File: src/rtl/exec_monitor_pkg.sv
// Shared types and constants for the CPU run-control monitor.
// Holds the monitor FSM encoding, the CPU state codes it watches and a saturating increment.
package exec_monitor_pkg;

  typedef enum logic [1:0] {
    IDLE    = 2'd0,
    RUN     = 2'd1,
    HALTED  = 2'd2,
    TIMEOUT = 2'd3
  } mon_state_t;

  localparam int FETCH_STATE = 0;
  localparam int WB_STATE    = 4;

  function automatic logic [31:0] sat_inc32(input logic [31:0] v);
    return (v == 32'hFFFF_FFFF) ? v : v + 32'd1;
  endfunction

endpackage

File: src/rtl/exec_monitor_if.sv
// Bundle of CPU observation, trace drain and status signals between the system and the monitor.
// The system (master) drives start/CPU/pop; the monitor (slave) drives trace and status.
interface exec_monitor_if #(
  parameter int ADDR_W  = 18,
  parameter int WORD_W  = 18,
  parameter int STATE_W = 3
);
  logic                      start;
  logic [ADDR_W-1:0]         cpu_pc;
  logic [STATE_W-1:0]        cpu_state;
  logic                      mem_write;
  logic [ADDR_W-1:0]         mem_addr;
  logic [WORD_W-1:0]         mem_wdata;
  logic                      trace_pop;
  logic                      trace_valid;
  logic [ADDR_W-1:0]         trace_addr;
  logic [WORD_W-1:0]         trace_data;
  logic                      trace_overflow;
  logic                      busy;
  logic                      halted;
  logic                      timed_out;
  logic [31:0]               cycle_count;
  logic [31:0]               instr_count;
  exec_monitor_pkg::mon_state_t dbg_state;

  // Trace drain: an entry is consumed on a cycle where trace_pop && trace_valid.
  modport master (
    output start, cpu_pc, cpu_state, mem_write, mem_addr, mem_wdata, trace_pop,
    input  trace_valid, trace_addr, trace_data, trace_overflow,
           busy, halted, timed_out, cycle_count, instr_count, dbg_state
  );

  modport slave (
    input  start, cpu_pc, cpu_state, mem_write, mem_addr, mem_wdata, trace_pop,
    output trace_valid, trace_addr, trace_data, trace_overflow,
           busy, halted, timed_out, cycle_count, instr_count, dbg_state
  );
endinterface

File: src/rtl/exec_monitor_trace_fifo.sv
// First-word fall-through FIFO for captured memory writes, with a sticky drop flag.
// Pointers carry one extra wrap bit so full and empty are distinguishable.
module trace_fifo #(
  parameter int WIDTH = 36,
  parameter int DEPTH = 8
) (
  input  logic             clock,
  input  logic             reset,
  input  logic             clear,
  input  logic             push,
  input  logic             pop,
  input  logic [WIDTH-1:0] din,
  output logic [WIDTH-1:0] dout,
  output logic             valid,
  output logic             full,
  output logic             overflow
);
  localparam int AW = $clog2(DEPTH);

  logic [AW:0]      wr_ptr_q, wr_ptr_d;
  logic [AW:0]      rd_ptr_q, rd_ptr_d;
  logic             ovf_q, ovf_d;
  logic [WIDTH-1:0] mem_q [DEPTH];
  logic             empty;
  logic             do_push;
  logic             do_pop;

  assign empty = (wr_ptr_q == rd_ptr_q);
  assign full  = (wr_ptr_q[AW] != rd_ptr_q[AW]) && (wr_ptr_q[AW-1:0] == rd_ptr_q[AW-1:0]);

  // A pop on the same cycle frees the slot, so a push into a full FIFO still lands.
  assign do_pop  = pop && !empty;
  assign do_push = push && (!full || do_pop);

  always_comb begin
    wr_ptr_d = wr_ptr_q;
    rd_ptr_d = rd_ptr_q;
    ovf_d    = ovf_q;
    if (clear) begin
      wr_ptr_d = '0;
      rd_ptr_d = '0;
      ovf_d    = 1'b0;
    end else begin
      if (do_push) wr_ptr_d = wr_ptr_q + 1'b1;
      if (do_pop)  rd_ptr_d = rd_ptr_q + 1'b1;
      if (push && !do_push) ovf_d = 1'b1;
    end
  end

  always_ff @(posedge clock) begin
    if (reset) begin
      wr_ptr_q <= '0;
      rd_ptr_q <= '0;
      ovf_q    <= 1'b0;
    end else begin
      wr_ptr_q <= wr_ptr_d;
      rd_ptr_q <= rd_ptr_d;
      ovf_q    <= ovf_d;
    end
  end

  always_ff @(posedge clock) begin
    if (do_push && !clear && !reset) mem_q[wr_ptr_q[AW-1:0]] <= din;
  end

  assign dout     = mem_q[rd_ptr_q[AW-1:0]];
  assign valid    = !empty;
  assign overflow = ovf_q;

endmodule

File: src/rtl/exec_monitor.sv
// Run-control monitor: counts cycles/retirements, detects a stuck-PC halt or a cycle
// budget timeout, and captures CPU memory writes into a drainable trace FIFO.
module exec_monitor
  import exec_monitor_pkg::*;
#(
  parameter int WORD_W         = 18,
  parameter int ADDR_W         = 18,
  parameter int STATE_W        = 3,
  parameter int STALL_CYCLES   = 5,
  parameter int TIMEOUT_CYCLES = 100,
  parameter int TRACE_DEPTH    = 8
) (
  input  logic          clock,
  input  logic          reset,
  exec_monitor_if.slave bus
);
  localparam int SW = $clog2(STALL_CYCLES + 1);

  mon_state_t        state_q, state_d;
  logic [31:0]       cycle_q, cycle_d;
  logic [31:0]       instr_q, instr_d;
  logic [SW-1:0]     stall_q, stall_d;
  logic [ADDR_W-1:0] prev_pc_q, prev_pc_d;
  logic              prev_valid_q, prev_valid_d;
  logic              run_active;
  logic              halt_hit;
  logic              timeout_hit;
  logic              fifo_full;

  assign run_active = (state_q == RUN) && !bus.start;

  // Counters and stall detector; start clears everything and takes priority.
  always_comb begin
    cycle_d      = cycle_q;
    instr_d      = instr_q;
    stall_d      = stall_q;
    prev_pc_d    = prev_pc_q;
    prev_valid_d = prev_valid_q;
    if (bus.start) begin
      cycle_d      = '0;
      instr_d      = '0;
      stall_d      = '0;
      prev_valid_d = 1'b0;
    end else if (state_q == RUN) begin
      cycle_d = sat_inc32(cycle_q);
      if (bus.cpu_state == STATE_W'(WB_STATE)) instr_d = sat_inc32(instr_q);
      if ((bus.cpu_state == STATE_W'(FETCH_STATE)) && prev_valid_q && (bus.cpu_pc == prev_pc_q))
        stall_d = stall_q + 1'b1;
      else
        stall_d = '0;
      prev_pc_d    = bus.cpu_pc;
      prev_valid_d = 1'b1;
    end
  end

  assign halt_hit    = run_active && (stall_d == SW'(STALL_CYCLES));
  assign timeout_hit = run_active && (cycle_d == 32'(TIMEOUT_CYCLES));

  always_ff @(posedge clock) begin
    if (reset) begin
      state_q <= IDLE;
    end else begin
      state_q <= state_d;
    end
  end

  // Halt outranks timeout when both land on the same cycle.
  always_comb begin
    state_d = state_q;
    if (bus.start)        state_d = RUN;
    else if (halt_hit)    state_d = HALTED;
    else if (timeout_hit) state_d = TIMEOUT;
  end

  always_comb begin
    bus.busy      = (state_q == RUN);
    bus.halted    = (state_q == HALTED);
    bus.timed_out = (state_q == TIMEOUT);
    bus.dbg_state = state_q;
  end

  always_ff @(posedge clock) begin
    if (reset) begin
      cycle_q      <= '0;
      instr_q      <= '0;
      stall_q      <= '0;
      prev_pc_q    <= '0;
      prev_valid_q <= 1'b0;
    end else begin
      cycle_q      <= cycle_d;
      instr_q      <= instr_d;
      stall_q      <= stall_d;
      prev_pc_q    <= prev_pc_d;
      prev_valid_q <= prev_valid_d;
    end
  end

  assign bus.cycle_count = cycle_q;
  assign bus.instr_count = instr_q;

  trace_fifo #(
    .WIDTH (ADDR_W + WORD_W),
    .DEPTH (TRACE_DEPTH)
  ) u_trace (
    .clock    (clock),
    .reset    (reset),
    .clear    (bus.start),
    .push     (bus.mem_write && run_active),
    .pop      (bus.trace_pop),
    .din      ({bus.mem_addr, bus.mem_wdata}),
    .dout     ({bus.trace_addr, bus.trace_data}),
    .valid    (bus.trace_valid),
    .full     (fifo_full),
    .overflow (bus.trace_overflow)
  );

endmodule

File: src/flat_wrapper.sv
// flat-port wrapper written by rule: the top's interface ports become plain ports
module exec_monitor_flat import exec_monitor_pkg::*;
#(
  parameter int WORD_W         = 18,
  parameter int ADDR_W         = 18,
  parameter int STATE_W        = 3,
  parameter int STALL_CYCLES   = 5,
  parameter int TIMEOUT_CYCLES = 100,
  parameter int TRACE_DEPTH    = 8
)
  (clock, reset, bus_start, bus_cpu_pc, bus_cpu_state, bus_mem_write, bus_mem_addr, bus_mem_wdata, bus_trace_pop, bus_trace_valid, bus_trace_addr, bus_trace_data, bus_trace_overflow, bus_busy, bus_halted, bus_timed_out, bus_cycle_count, bus_instr_count, bus_dbg_state);
  exec_monitor_if #(.ADDR_W(ADDR_W), .WORD_W(WORD_W), .STATE_W(STATE_W)) bus_i ();
  input  logic clock;
  input  logic reset;
  input wire logic [$bits(bus_i.start)-1:0] bus_start;
  input wire logic [$bits(bus_i.cpu_pc)-1:0] bus_cpu_pc;
  input wire logic [$bits(bus_i.cpu_state)-1:0] bus_cpu_state;
  input wire logic [$bits(bus_i.mem_write)-1:0] bus_mem_write;
  input wire logic [$bits(bus_i.mem_addr)-1:0] bus_mem_addr;
  input wire logic [$bits(bus_i.mem_wdata)-1:0] bus_mem_wdata;
  input wire logic [$bits(bus_i.trace_pop)-1:0] bus_trace_pop;
  output wire logic [$bits(bus_i.trace_valid)-1:0] bus_trace_valid;
  output wire logic [$bits(bus_i.trace_addr)-1:0] bus_trace_addr;
  output wire logic [$bits(bus_i.trace_data)-1:0] bus_trace_data;
  output wire logic [$bits(bus_i.trace_overflow)-1:0] bus_trace_overflow;
  output wire logic [$bits(bus_i.busy)-1:0] bus_busy;
  output wire logic [$bits(bus_i.halted)-1:0] bus_halted;
  output wire logic [$bits(bus_i.timed_out)-1:0] bus_timed_out;
  output wire logic [$bits(bus_i.cycle_count)-1:0] bus_cycle_count;
  output wire logic [$bits(bus_i.instr_count)-1:0] bus_instr_count;
  output wire logic [$bits(bus_i.dbg_state)-1:0] bus_dbg_state;
  assign bus_i.start = bus_start;
  assign bus_i.cpu_pc = bus_cpu_pc;
  assign bus_i.cpu_state = bus_cpu_state;
  assign bus_i.mem_write = bus_mem_write;
  assign bus_i.mem_addr = bus_mem_addr;
  assign bus_i.mem_wdata = bus_mem_wdata;
  assign bus_i.trace_pop = bus_trace_pop;
  assign bus_trace_valid = bus_i.trace_valid;
  assign bus_trace_addr = bus_i.trace_addr;
  assign bus_trace_data = bus_i.trace_data;
  assign bus_trace_overflow = bus_i.trace_overflow;
  assign bus_busy = bus_i.busy;
  assign bus_halted = bus_i.halted;
  assign bus_timed_out = bus_i.timed_out;
  assign bus_cycle_count = bus_i.cycle_count;
  assign bus_instr_count = bus_i.instr_count;
  assign bus_dbg_state = bus_i.dbg_state;
  exec_monitor #(.WORD_W(WORD_W), .ADDR_W(ADDR_W), .STATE_W(STATE_W), .STALL_CYCLES(STALL_CYCLES), .TIMEOUT_CYCLES(TIMEOUT_CYCLES), .TRACE_DEPTH(TRACE_DEPTH)) u_core (.clock(clock), .reset(reset), .bus(bus_i));
endmodule
File: config.mk
export PLATFORM = sky130hd
export DESIGN_NAME = exec_monitor_flat
export DESIGN_NICKNAME = d
export VERILOG_FILES = /design/src/rtl/exec_monitor_pkg.sv /design/src/rtl/exec_monitor_if.sv /design/src/rtl/exec_monitor_trace_fifo.sv /design/src/rtl/exec_monitor.sv /design/src/flat_wrapper.sv
export SDC_FILE = /design/constraint.sdc
export NUM_CORES = 1
export LEC_CHECK = 0
export BUFFER_PORTS_ARGS = -buffer_cell sky130_fd_sc_hd__buf_2
export CAP_MARGIN = 20
export CORE_ASPECT_RATIO = 1.5
export CORE_MARGIN = 2
export CORE_UTILIZATION = 63
export CTS_CLUSTER_SIZE = 14
export DETAILED_ROUTE_END_ITERATION = 12
export GPL_TIMING_DRIVEN = 0
export PLACE_DENSITY = 0.85
export REMOVE_ABC_BUFFERS = 1
export SLEW_MARGIN = 20
export SYNTH_ARGS = -nofsm -noshare
export SYNTH_HDL_FRONTEND = slang
export SYNTH_HIERARCHICAL = 1
export SYNTH_SLANG_ARGS = --single-unit
File: constraint.sdc
create_clock -name clock -period 8.69 [get_ports clock]
set_clock_uncertainty 0.2 [all_clocks]
set_input_delay 0.869 -clock clock [delete_from_list [all_inputs] [get_ports clock]]
set_output_delay 0.869 -clock clock [all_outputs]
set_load 0.05 [all_outputs]
==> impl_summary.txt <==
----------------------------------------------------
[STA]
  Setup slack after layout ... 4580 ps
  Final Hold Fails ... 0
  Crit path time final ... 4110 ps
  Final setup violation count ... 0
  Count of final max-slew check failures ... 0
  Final worst-path cycle share ... 47.3%
  Slew of the pin with the lowest slew margin ... 955 ps
  Slew headroom ... 35.9%
  Total negative slack for setup checks ... 0 ps
  RSZ-0062 raised after global routing ... false
  Max Freq ... 0.243 GHz

[Setup path]
  Worst-path fanout max ... 13
  Category of cells accounting for the largest share of critical-path delay ... simple AND/OR/NAND/NOR gates
  Class of the most critical setup path ... reg2reg
  Crit-path max cell delay ... 750 ps
  Nature of the critical path endpoint ... flop
  Source of the worst register-to-register timing path ... u_core/bus.dbg_state[1]
  Required time of the critical path ... 8720 ps
  Critical path buffer and inverter count ... 4
  Number of cell instances on the worst register-to-register path ... 9
  Endpoint of the most critical register-to-register path ... u_core/u_trace/mem_q[2][6]
  Slowest library cell on the worst path ... nor3_2
  Sort of element at the start of the critical path ... flop
  CP arrival ... 4140 ps
  R2r setup slk ... 4580 ps
  CP Cell Sequence ... nand2b_1 > inv_1 > and3_1 > inv_1 > nor2_1 > o211ai_1 > nor3_2 > buf_4 > buf_4

[Power]
  Pwr per Cell Area ... 193 nW/um^2
  Overall power consumption ... 3.56 mW
  Static Leak ... 6.27 nW
  Max VDD drop ... 0.000145 V

[Logic synthesis]
  Number of enable flip-flop cells after synthesis ... 288
  Combinational family with the most area after synthesis ... multiplexers
  Distinct cells, synth ... 56
  Portion of the post-synthesis area used by sequential elements ... 67.0%
  Mean instance size in the synthesized netlist ... 15.1 um^2
  Multiplexer share of the synthesized area ... 13.0%
  Compound-cell area share of the yosys netlist ... 2.77%
  Area share of xor/xnor cells in the synthesized design ... 4.73%
  Main flop type after synthesis ... edfxtp_1
  Top post-synthesis cells by area ... edfxtp_1 54%, dfxtp_1 13%, mux4_2 10%
  Simple-gate share of the synthesized area ... 10.5%
  Instance count of the mapped netlist ... 1049
  Count of yosys warnings during synthesis ... 6
  Adder-cell share of the synthesized area ... 0.394%
  Post-synthesis sequential element count ... 388
  Area leader, netlist ... edfxtp_1
  Cell area after synthesis ... 15900 um^2
  Fraction of registers with async set/reset ... 0%
  Area share of the largest cell type after synthesis ... 54.4%

[Floorplan]
  Initial standard-cell utilization of the core ... 63.6%
  Floorplan Core Area ... 25000 um^2
  Overall die height ... 198 um
  Die Footprint ... 26500 um^2
  Std cell rows ... 71
  Number of top-level pins ... 169
  Width of the chip ... 134 um

[Global routing]
  Number of global-route vias before repair ... 10000
  Total congestion overflow ... 0
  Met1 GRT Util ... 36.1%
  Antenna violations before repair ... 5
  Tot GR Track Use ... 29.6%
  Wire length of the first global-routing pass ... 58700 um
  Fraction of met2 tracks used by global routing ... 53.2%
  Met3 routing resource usage after global routing ... 4.64%
  Largest net degree at the start of global routing ... 57
  Highest-utilization routing layer at the global route stage ... met2

[Route]
  DRC errors left ... 0
  Number of search-and-repair iterations in the first detailed-routing pass ... 5
  Drt total wl ... 39000 um
  Final routed wire length divided by cell count ... 24.6 um
  DRT iter0 DRCs ... 916
  Antenna violation net count after detailed routing ... 0
  Number of vias in the routed layout ... 9930
  Drt via density ... 6.26

[Place]
  RD Place Congestion ... 0.913
  Placed inst area ... 17400 um^2
  Number of port buffers ... 168
  Post-placement setup slack ... 4520 ps
  DP Wirelength ... 24100 um

[Worst hold path]
  Hold-critical path depth ... 2
  End point of the worst hold path ... u_core/prev_pc_q[8]
  Worst hold path type ... reg2reg
  HP Start ... u_core/prev_pc_q[8]

[Final layout]
  # nets final ... 1300
  Top library cells by usage in the layout, fill and taps aside ... 288 x edfxtp_1, 168 x buf_2, 97 x dfxtp_1
  Layout overhead on the synthesized area ... 16.4%
  Fraction of layout cells with a size suffix above 1 ... 30.0%
  Final Instance Area ... 18500 um^2
  Commonest non-fill, non-tap cell in the layout ... edfxtp_1

[Run]
  Max Cap Violations ... 0

[Clock tree]
  CTS buffer count ... 36
  TritonCTS clock tree ... built
  Bufs on Longest Clock Path ... 3
  Level count of the clock H-tree ... 2
  Number of sinks driven by the clock tree ... 388
  Worst-Skew Late Latency ... 530 ps
  Cell chosen for the clock root ... clkbuf_16
  Hold-fix buffers at CTS ... 0
  Post_cts resized ... 0
  Setup repair bufs after CTS ... 0
  Clock slew seen by the registers of the worst setup and hold paths ... 60 ps

[Outcome]
  Run status ... finished, final reports clean

----------------------------------------------------
[cells in the mapped netlist, types with 5 or more instances]
library cell    n
and2_1          5
nor3_1         24
edfxtp_1      288
nor4_1          6
or3_1           9
nand4_1        29
nor2_1         92
and4_1          6
and3_1         16
mux4_2         72
a21oi_1        30
buf_2          11
nand3_1        41
clkbuf_1       31
mux2_2         36
dfxtp_1       100
xor2_1         43
nand2_1        80
ha_1            5
inv_1          13
o21ai_0        13
xnor2_1        41
[power breakdown]
part | total (mW) | switching [mW] | internal (mW)
sequential | 2.00 | 0.00501 | 1.99
combinational | 0.0972 | 0.0661 | 0.0311
clock | 1.47 | 0.661 | 0.807
[sequential cells by signal, summed over array words and instances (netlist names), named ones only]
| register | cells |
|---|---|
| u_core/u_trace/wr_ptr_q | 4 |
| u_core/stall_q | 3 |
| u_core/u_trace/overflow | 1 |
| u_core/u_trace/mem_q | 288 |
| u_core/u_trace/rd_ptr_q | 4 |
| u_core/prev_pc_q | 18 |
| u_core/bus.cycle_count | 32 |
| u_core/bus.dbg_state | 2 |
| u_core/bus.instr_count | 32 |
| u_core/prev_valid_q | 1 |
[logic make-up (layout without fill, tap and decap cells)]
group                    after synthesis  count (layout)
flip-flops                           388             388
AND/OR/NAND/NOR                      332             332
multiplexers                         112             112
XOR/XNOR                              85              85
AO/OA/AOI/OAI                         67              67
buffers and inverters                 60             265
adder cells (fa/ha/maj)                5               5
other                                  0               3
[worst register-to-register path: cells and delay by family (launching register included)]
kind	cells	cell delay, ps
flip-flops	1	340
buffers and inverters	4	1180
AND/OR/NAND/NOR	4	1730
AO/OA/AOI/OAI	1	350
[per-layer routing]
layer	wire length [um]	up-vias	part of all wire [%]
met2	20700	462	53
met4	1390	4	3.6
met3	2510	98	6.4
met1	14300	5005	37
li1	-	4361	-
met5	15	-	0.038
[worst max-delay path by stage]
stage,startpoint,cells after the start,end,slack [ps]
2_1_floorplan,u_core/bus.dbg_state[0],7,u_core/u_trace/mem_q[2][0],3230
3_3_place_gp,bus_start,7,u_core/u_trace/mem_q[2][27],960
3_5_place_dp,bus_start,9,u_core/u_trace/mem_q[2][27],4520
4_1_cts,u_core/bus.dbg_state[1],9,u_core/u_trace/mem_q[2][6],4630
5_1_grt,u_core/bus.dbg_state[1],9,u_core/u_trace/mem_q[2][6],4440
6_report,u_core/bus.dbg_state[1],9,u_core/u_trace/mem_q[2][6],4580
[per-stage QoR]
step / hold slack (ps) / instances / util, %
after CTS: 269 / 1581 / 74.0
after floorplan: 240 / 1003 / -
final: 267 / 1585 / 74.1
after detailed placement: 255 / 1522 / 69.7
after global placement: 250 / 1499 / 67.9
after global routing: 281 / 1585 / 74.1
[cell type report]
class / count / area, um^2
fillers: 1469 / 6470
clock inverters: 16 / 108
diodes: 3 / 7.51
flip-flops and latches: 388 / 10700
well taps: 328 / 410
repair buffers: 192 / 1250
clock buffers: 43 / 948
inverters: 14 / 53.8
multi-input cells: 601 / 5050
(Power assumes the default switching activity.)
